## src/rtl/ray_pkg.sv

```systemverilog
// Shared ray-caster constants, column buffer entry type and colour helpers.
// Imported by the column renderer and its column RAM.
package ray_pkg;

  localparam int NUM_COLUMNS = 175;
  localparam int HALF_V_RES  = 300;
  localparam int HEIGHT_W    = 10;
  localparam int COL_W       = 10;
  localparam int SHADE_W     = 2;
  localparam int RGB_W       = 12;
  localparam int DEPTH       = 2 * NUM_COLUMNS;
  localparam int ADDR_W      = 9;

  localparam logic [RGB_W-1:0]    CEIL_RGB  = 12'h446;
  localparam logic [RGB_W-1:0]    FLOOR_RGB = 12'h642;
  localparam logic                SYNC_RST  = 1'b1;
  localparam logic [HEIGHT_W-1:0] MAX_H     = HEIGHT_W'(2 * HALF_V_RES);

  typedef struct packed {
    logic [SHADE_W-1:0]  shade;
    logic [HEIGHT_W-1:0] height;
  } col_entry_t;

  typedef enum logic {
    IDLE_FILL,
    PENDING
  } swap_state_t;

  function automatic logic [RGB_W-1:0] shade_rgb(
    input logic [SHADE_W-1:0] s
  );
    logic [3:0] c;
    c = 4'hF >> s;
    return {c, c, c};
  endfunction

  // Bank 1 sits directly above bank 0 in the flat RAM.
  function automatic logic [ADDR_W-1:0] col_addr(
    input logic             bank,
    input logic [COL_W-1:0] col
  );
    logic [ADDR_W-1:0] base;
    base = bank ? ADDR_W'(NUM_COLUMNS) : '0;
    return base + col[ADDR_W-1:0];
  endfunction

endpackage

```

## src/rtl/column_ram.sv

```systemverilog
// Simple dual-port column buffer, both banks in one array.
// Synchronous write and 1-cycle registered read.
module column_ram
  import ray_pkg::*;
(
  input  logic              half_clk,
  input  logic              we_i,
  input  logic [ADDR_W-1:0] waddr_i,
  input  col_entry_t        wdata_i,
  input  logic [ADDR_W-1:0] raddr_i,
  output col_entry_t        rdata_o
);

  col_entry_t mem_q [DEPTH];

  always_ff @(posedge half_clk) begin
    if (we_i) begin
      mem_q[waddr_i] <= wdata_i;
    end
    rdata_o <= mem_q[raddr_i];
  end

endmodule

```

## src/rtl/wall_column_renderer.sv

```systemverilog
// Ping-pong wall column buffer with vsync-aligned bank swap.
// Two-stage pixel pipeline turning timing into 12-bit RGB.
module wall_column_renderer
  import ray_pkg::*;
(
  input  logic                half_clk,
  input  logic                rst_n,
  input  logic                visible_area,
  input  logic                active_area,
  input  logic                hsync,
  input  logic                vsync,
  input  logic                is_ceiling,
  input  logic [COL_W-1:0]    line_number,
  input  logic [HEIGHT_W-1:0] active_area_height,
  input  logic                col_valid,
  output logic                col_ready,
  input  logic [COL_W-1:0]    col_index,
  input  logic [HEIGHT_W-1:0] col_height,
  input  logic [SHADE_W-1:0]  col_shade,
  input  logic                frame_done,
  output logic                hsync_out,
  output logic                vsync_out,
  output logic [3:0]          red,
  output logic [3:0]          green,
  output logic [3:0]          blue,
  output logic                swap_pending,
  output logic                err_overrun,
  output logic                err_range
);

  swap_state_t state_q;
  logic        rd_bank_q;
  logic        wr_bank_q;
  logic [1:0]  bank_valid_q;
  logic        col_ready_q;
  logic        err_overrun_q;
  logic        err_range_q;

  logic                vis_q;
  logic                act_q;
  logic                ceil_q;
  logic [HEIGHT_W-1:0] aah_q;
  logic                oor_q;
  logic                bv_q;
  logic                hs_q;
  logic                vs_q;
  logic [RGB_W-1:0]    rgb_q;
  logic                hsync_q;
  logic                vsync_q;

  logic              accept;
  logic              in_range;
  logic              vs_edge;
  logic              ln_oor;
  logic [ADDR_W-1:0] raddr;
  col_entry_t        rdata;

  assign accept   = col_valid && col_ready_q;
  assign in_range = col_index < COL_W'(NUM_COLUMNS);
  assign vs_edge  = vsync != vs_q;
  assign ln_oor   = line_number >= COL_W'(NUM_COLUMNS);
  assign raddr    = col_addr(rd_bank_q, ln_oor ? '0 : line_number);

  column_ram u_ram (
    .half_clk (half_clk),
    .we_i     (accept && in_range),
    .waddr_i  (col_addr(wr_bank_q, col_index)),
    .wdata_i  ({col_shade, col_height}),
    .raddr_i  (raddr),
    .rdata_o  (rdata)
  );

  always_ff @(posedge half_clk or negedge rst_n) begin
    if (!rst_n) begin
      state_q       <= IDLE_FILL;
      rd_bank_q     <= 1'b0;
      wr_bank_q     <= 1'b1;
      bank_valid_q  <= 2'b00;
      col_ready_q   <= 1'b1;
      err_overrun_q <= 1'b0;
      err_range_q   <= 1'b0;
    end else begin
      if (accept && !in_range) begin
        err_range_q <= 1'b1;
      end
      unique case (state_q)
        IDLE_FILL: begin
          if (frame_done) begin
            state_q     <= PENDING;
            col_ready_q <= 1'b0;
          end
        end
        PENDING: begin
          if (frame_done) begin
            err_overrun_q <= 1'b1;
          end
          if (vs_edge) begin
            state_q                 <= IDLE_FILL;
            col_ready_q             <= 1'b1;
            rd_bank_q               <= wr_bank_q;
            wr_bank_q               <= rd_bank_q;
            bank_valid_q[wr_bank_q] <= 1'b1;
          end
        end
        default: state_q <= IDLE_FILL;
      endcase
    end
  end

  always_ff @(posedge half_clk or negedge rst_n) begin
    if (!rst_n) begin
      vis_q  <= 1'b0;
      act_q  <= 1'b0;
      ceil_q <= 1'b0;
      aah_q  <= '0;
      oor_q  <= 1'b0;
      bv_q   <= 1'b0;
      hs_q   <= SYNC_RST;
      vs_q   <= SYNC_RST;
    end else begin
      vis_q  <= visible_area;
      act_q  <= active_area;
      ceil_q <= is_ceiling;
      aah_q  <= active_area_height;
      oor_q  <= ln_oor;
      bv_q   <= bank_valid_q[rd_bank_q];
      hs_q   <= hsync;
      vs_q   <= vsync;
    end
  end

  logic [HEIGHT_W-1:0] h_s1;
  logic [HEIGHT_W:0]   sum_s1;
  logic                wall_s1;
  logic [RGB_W-1:0]    rgb_d;

  // Sum is one bit wider than the height so tall walls never wrap.
  always_comb begin
    h_s1 = '0;
    if (bv_q && !oor_q) begin
      h_s1 = (rdata.height > MAX_H) ? MAX_H : rdata.height;
    end
    sum_s1  = {1'b0, aah_q} + {2'b00, h_s1[HEIGHT_W-1:1]};
    wall_s1 = sum_s1 >= (HEIGHT_W+1)'(HALF_V_RES);
  end

  always_comb begin
    rgb_d = '0;
    unique case (1'b1)
      !vis_q:                     rgb_d = '0;
      vis_q && !act_q:            rgb_d = '0;
      vis_q && act_q && wall_s1:  rgb_d = shade_rgb(rdata.shade);
      vis_q && act_q && !wall_s1: rgb_d = ceil_q ? CEIL_RGB : FLOOR_RGB;
      default:                    rgb_d = '0;
    endcase
  end

  always_ff @(posedge half_clk or negedge rst_n) begin
    if (!rst_n) begin
      rgb_q   <= '0;
      hsync_q <= SYNC_RST;
      vsync_q <= SYNC_RST;
    end else begin
      rgb_q   <= rgb_d;
      hsync_q <= hs_q;
      vsync_q <= vs_q;
    end
  end

  assign col_ready    = col_ready_q;
  assign swap_pending = state_q == PENDING;
  assign err_overrun  = err_overrun_q;
  assign err_range    = err_range_q;
  assign hsync_out    = hsync_q;
  assign vsync_out    = vsync_q;
  assign red          = rgb_q[11:8];
  assign green        = rgb_q[7:4];
  assign blue         = rgb_q[3:0];

endmodule
```

## config.mk

```make
export PLATFORM = sky130hd
export DESIGN_NAME = wall_column_renderer
export DESIGN_NICKNAME = d
export VERILOG_FILES = /design/src/rtl/ray_pkg.sv /design/src/rtl/column_ram.sv /design/src/rtl/wall_column_renderer.sv
export SDC_FILE = /design/constraint.sdc
export NUM_CORES = 2
export LEC_CHECK = 0
export CAP_MARGIN = 20
export CORE_ASPECT_RATIO = 0.6
export CORE_MARGIN = 1.5
export CORE_UTILIZATION = 46
export DETAILED_ROUTE_END_ITERATION = 8
export RECOVER_POWER = 25
export SYNTH_ARGS = -nofsm -noshare
export SYNTH_HDL_FRONTEND = slang
export SYNTH_MEMORY_MAX_BITS = 65536
export SYNTH_SLANG_ARGS = --single-unit
```

## constraint.sdc

```tcl
create_clock -name half_clk -period 5.3 [get_ports half_clk]
set_input_delay 0.795 -clock half_clk [delete_from_list [all_inputs] [get_ports half_clk]]
set_output_delay 0.795 -clock half_clk [all_outputs]
set_load 0.03 [all_outputs]
```

**Word-level counts from Yosys, hierarchy flattened**

Memory sizes are Yosys's and may differ from the RTL's. A register that Yosys moved wholly into a read port is not among the register bits.
Cells that the tools add are included.
Widths: inputs -> output; s select.

- Bits in registers: 39
- Output and inout port bits: 18
- Input port bits: 51
- Memories kept: 1
- Memory bits (read-only): 0
- Bits in writable memories: 4200
- Logic and storage cells: 68
- Latch bits: 0

- Bitwise operators: 2
- Shift-type cells: 1
- Order comparisons: 7
- Div/mod/pow operators: 0
- Muxes and demuxes: 19
- Eq/ne operators: 3
- $mul: 0
- Reductions and logical operators: 14
- Add/subtract/negate cells: 3

Memories:

| name | words | width | rd ports | clocked after Yosys merged registers in | wr ports | line | source |
|---|---|---|---|---|---|---|---|
| u_ram.mem_q | 350 | 12 | 1 | 1 | 1 | column_ram.sv:14 | `col_entry_t mem_q [DEPTH];` |

Operators with widths:

| kind | number |
|---|---|
| $mux 10 | 3 |
| $pmux 12 s2 | 1 |
| $add 8x9->9 | 2 |
| $mux 8 | 2 |
| $add 10x9->11 | 1 |
| $ge 11x9->1 const B | 1 |
| $ge 10x8->1 const B | 1 |
| $gt 10x10->1 const B | 1 |
| $lt 10x8->1 const B | 1 |
| $mux 1 | 9 |
| $mux 9 | 1 |
| $logic_and 1x1->1 | 8 |
| $reduce_and 2->1 | 3 |
| $lt 1x2->1 const B | 2 |
| $pmux 1 s2 | 2 |
| $shr 4x2->4 const A | 1 |
| $logic_not 1->1 | 3 |
| $ne 2x1->1 const B | 1 |
| $ne 2x2->1 const B | 1 |
| $or 2x2->2 | 1 |
| $demux 1 s1 | 1 |
| $ge 1x1->1 const B | 1 |
| $ne 1x1->1 | 1 |
| $not 1->1 | 1 |

**Logic depth before layout (Yosys ltp)**

- Depth in word-level cells: 8
- Mapped depth: 16
- Depth with buffers taken out: 15

**By module**

From an unflattened synthesis, not the netlist that was laid out.

- Cell total of the unflattened synthesis: 7632
- Area total of the unflattened synthesis: 164257.5 µm²

Modules (own cells, without submodules):

| module | area an instance (µm²) | cells an instance | times used |
|---|---|---|---|
| column_ram | 162037.9 | 7412 | 1 |
| wall_column_renderer | 2219.6 | 220 | 1 |

**Worst setup path after synthesis**

No wires, ideal clock.

- Path type: input -> register
- From: in line_number[1]
- To: reg u_ram.rdata_o[10] (netlist name)
- Buffers on the path: 5
- Stages on the path: 16
- Slack: 0.850 ns
- Data arrival time: 4.326 ns
- Cell sequence: a41oi_1 o21a_1 clkbuf_1 and2_1 ha_1 fa_1 buf_2 buf_2 clkbuf_1 clkbuf_1 mux4_2 mux4_2 nand2_1 nand3_1 a31oi_1 nand3_1

- Longest elaborated chain between the ends: 3

Ends and longest elaborated chain:

| what | line | source |
|---|---|---|
| start, declared | wall_column_renderer.sv:13 | `input logic [COL_W-1:0] line_number,` |
| $ge 10x8->1 | wall_column_renderer.sv:61 | `assign ln_oor = line_number >= COL_W'(NUM_COLUMNS);` |
| $mux 9 (*) | wall_column_renderer.sv:62 | `assign raddr = col_addr(rd_bank_q, ln_oor ? '0 : line_number);` |
| $add 8x9->9 (*) | ray_pkg.sv:44 | `return base + col[ADDR_W-1:0];` |

Every way passes the cells marked *; elsewhere a longest branch is shown, timed or not.
A chain may end at the register's enable or synchronous reset.

**Worst setup path in the final report**

- From: in line_number[1]
- To: reg u_ram.rdata_o[3] (netlist name)

- Longest elaborated chain between the ends: 3

Ends and longest elaborated chain:

| what | line |
|---|---|
| $ge 10x8->1 | wall_column_renderer.sv:61 |
| $mux 9 (*) | wall_column_renderer.sv:62 |
| $add 8x9->9 (*) | ray_pkg.sv:44 |

Marks and branches as above.

==> out/results.txt <==
initial DRC count: 10900
Sequential Power Share: 55.2%
placed cells: 12200
Synth area leader: edfxtp_1
post-cts gate resize count: 0
failing checks: capacitance limit, slew limit
DRT Pass-1 Iters: 5
f_max: 0.193 GHz
final instance area: 189000 um2
CP max FO: 20
area of the core: 354000 um2
Final Hold Fails: 0
Wirelength per Cell: 34.2 um
Worst-path clk slew: 0.07 ns
RSZ-0062 raised after global routing: false
dpl cell area: 177000 um2
Worst Tran Pin Value: 4.96 ns
Logic pwr share: 4.3%
relative slew slack: -231%
Yosys top cell area share: 77.1%
clock latency reported for the late side of the worst-skew pair: 0.97 ns
HP Class: flip-flop to flip-flop
Crit path required time: 6.16 ns
worst hold path depth: 0
Max Cap Viol: 19
die height: 465 um
dpl hpwl: 277000 um
final setup fails: 0
critical path class: input port to flip-flop
CTS tree: built
Slowest-stage cell, CP: a22oi_1
R2R depth: 16
# clock sinks: 4246
#FFs+latches synth: 4246
Worst Skew: 0.0635 ns
Clock power frac: 40.5%
non-filler instance count after layout: 12800
die width: 773 um
worst vdd ir: 283 uV
Post-Place Worst Slack: -0.791 ns
IO buf count: 68
most common cell after layout, fill and taps aside: edfxtp_1
async set or reset register ratio after synthesis: 0.801%
share of layout cells above drive strength 1: 34.4%
CTS buffer count: 375
sequential share of the synthesized area: 77.8%
Pint: 53.0 mW
leak pwr: 58.5 nW
number of library cell types mapped by synthesis: 64
ANT nets after route: 0
Yosys warnings: 0
Final TNS setup: 0 ns
crit path launch type: input port
Gate Count Post-Synth: 6882
arrival time worst endpoint: 6.03 ns
total routed wirelength: 439000 um
first-pass GRT wire length: 615000 um
Initial Util: 46.3%
Syn Area/Cell: 23.8 um2
clock root buffer: clkbuf_16
DR vias/cell: 6.18
number of remaining DRC errors: 0
Syn Nets: 6957
status: finished, violations left
grt total ovfl: 0
nets: 7911
NetSw: 14.1 mW
Worst Setup Slack, final: 0.132 ns
clk buf depth: 4
most frequent cells in the layout: edfxtp_1 (4200), mux4_2 (1308), buf_4 (764)
crit end category: flip-flop
number of enable flip-flop cells after synthesis: 4200
synth top area cells: edfxtp_1 (77%), mux4_2 (18%), nor2_1 (0.87%)
Synth Flop Type: edfxtp_1
Switching Share: 21.0%
Critical Path Max Stage Delay: 1.06 ns
post-layout util: 53.3%
die area: 359000 um2
Final Critical Period: 5.17 ns
RePlAce Congestion: 0.863
area growth from synthesis to layout: 15.2%
CP Cell Sequence: clkdlybuf4s50_1 > a41oi_1 > o21a_1 > and2_1 > ha_4 > fa_4 > buf_12 > buf_4 > buf_4 > mux4_2 > mux4_2 > mux2i_1 > a22oi_1 > nand3_1 > nand3_1
vias in the first global route: 77600
flop2flop setup slack: 0.16 ns
largest net degree at the start of global routing: 184
max-slew violation count: 1845
Top-Level Pins: 69
final period utilization: 97.5%
Tot GR Track Use: 24.2%
Mapped Area: 164000 um2
initial antenna violation count: 33
cell area power density: 356 nW/um2
FP Rows: 169
H-Tree Depth: 5
vias post-DR: 79300
-- registers in the layout (all words and copies together), names as in the netlist, 2 cells and up --
signal and flops:
rgb_q 7, aah_q 10, u_ram.mem_q 4200, bank_valid_q 2, u_ram.rdata_o 12
-- layout make-up --
| cell class | count | area [um2] |
|---|---|---|
| fill | 26700 | 165000 |
| sequential | 4246 | 127000 |
| multi-input combinational | 2240 | 34800 |
| clock buffer | 466 | 9890 |
| timing repair buffer | 962 | 8740 |
| tap | 4702 | 5880 |
| clock inverter | 203 | 1990 |
| inverter | 11 | 41.3 |
| antenna | 7 | 17.5 |
-- worst paths after layout --
| kind | start | end |
|---|---|---|
| setup / recovery | line_number[1] | u_ram.rdata_o[3] |
| hold / removal | hs_q | hsync_out |
| setup reg to reg | u_ram.rdata_o[3] | rgb_q[7] |
| hold reg to reg | hs_q | hsync_out |
| max in group asynchronous | rst_n | rgb_q[5] |
| min in group asynchronous | rst_n | err_range |
-- through the flow --
| step | power [mW] | hold slack [ns] |
|---|---|---|
| floorplan | 38.9 | 0.345 |
| global placement | 40.6 | 0.347 |
| detailed placement | 40.6 | 0.347 |
| CTS | 67.4 | 0.170 |
| global route | 68.9 | 0.357 |
| finish | 67.1 | 0.355 |
-- routing by layer --
metal	vias to the layer above	routed length [um]	GRT usage, %
met5	-	95	0
met4	10	9530	4.97
met3	518	52600	7.48
met2	4109	186000	33.6
met1	43300	191000	38.0
li1	31400	-	-
-- critical path, delay by kind of cell --
family / cells / cell delay [ns]
AO/OA/AOI/OAI: 3 / 1.42
adder cells (fa/ha/maj): 2 / 0.99
buffers and inverters: 4 / 1.29
multiplexers: 3 / 0.67
AND/OR/NAND/NOR: 3 / 0.86
-- cells by family after synthesis --
| family | synth area share [%] |
|---|---|
| buffers and inverters | 1.12 |
| xor gates and xnor gates | 0.102 |
| DFF | 77.8 |
| adders and majority gates | 0.197 |
| and+or+nand+nor | 1.58 |
| AOI/OAI and AO/OA | 0.772 |
| muxes | 18.5 |
-- synth_stat cells, types with 3 or more instances --
cell type / n
a31o_2: 4
nand2_1: 148
dfstp_2: 6
edfxtp_1: 4200
a21o_1: 10
or3_1: 3
and2_1: 13
o21bai_1: 3
xnor2_1: 11
nor2b_1: 3
nand4_1: 4
a22oi_1: 27
dfrtp_1: 28
ha_1: 21
mux2_2: 15
mux2i_1: 59
nand3_1: 52
buf_6: 12
nor2_2: 3
a41oi_1: 3
inv_1: 11
a21oi_1: 28
nor4_1: 4
o21ai_0: 28
o21a_1: 4
mux4_2: 1308
buf_4: 30
a31oi_1: 27
nor3b_1: 4
a32oi_1: 12
xor2_1: 8
fa_1: 3
dfxtp_1: 12
nor2_1: 381
buf_2: 114
o22ai_1: 17
buf_1: 26
nand2b_1: 3
a2111oi_0: 3
clkbuf_1: 203
-- power groups by stage --
stage                     Clock [mW]  Combinational, mW  Sequential, mW
final                           27.2               2.91            37.0
after global routing            28.9               3.05            37.0
after CTS                       27.6               2.93            37.0
after detailed placement           0               2.92            37.7
after global placement             0               2.87            37.7
after floorplan                    0               1.28            37.7
-- timing repair --
action                     4_1_cts  5_1_grt
hold buffers                     1        0
hold endpoints to repair        14        0
buffers inserted                 0        0
setup endpoints to repair        0        0
No activity file was read; power rests on OpenSTA's default activity.
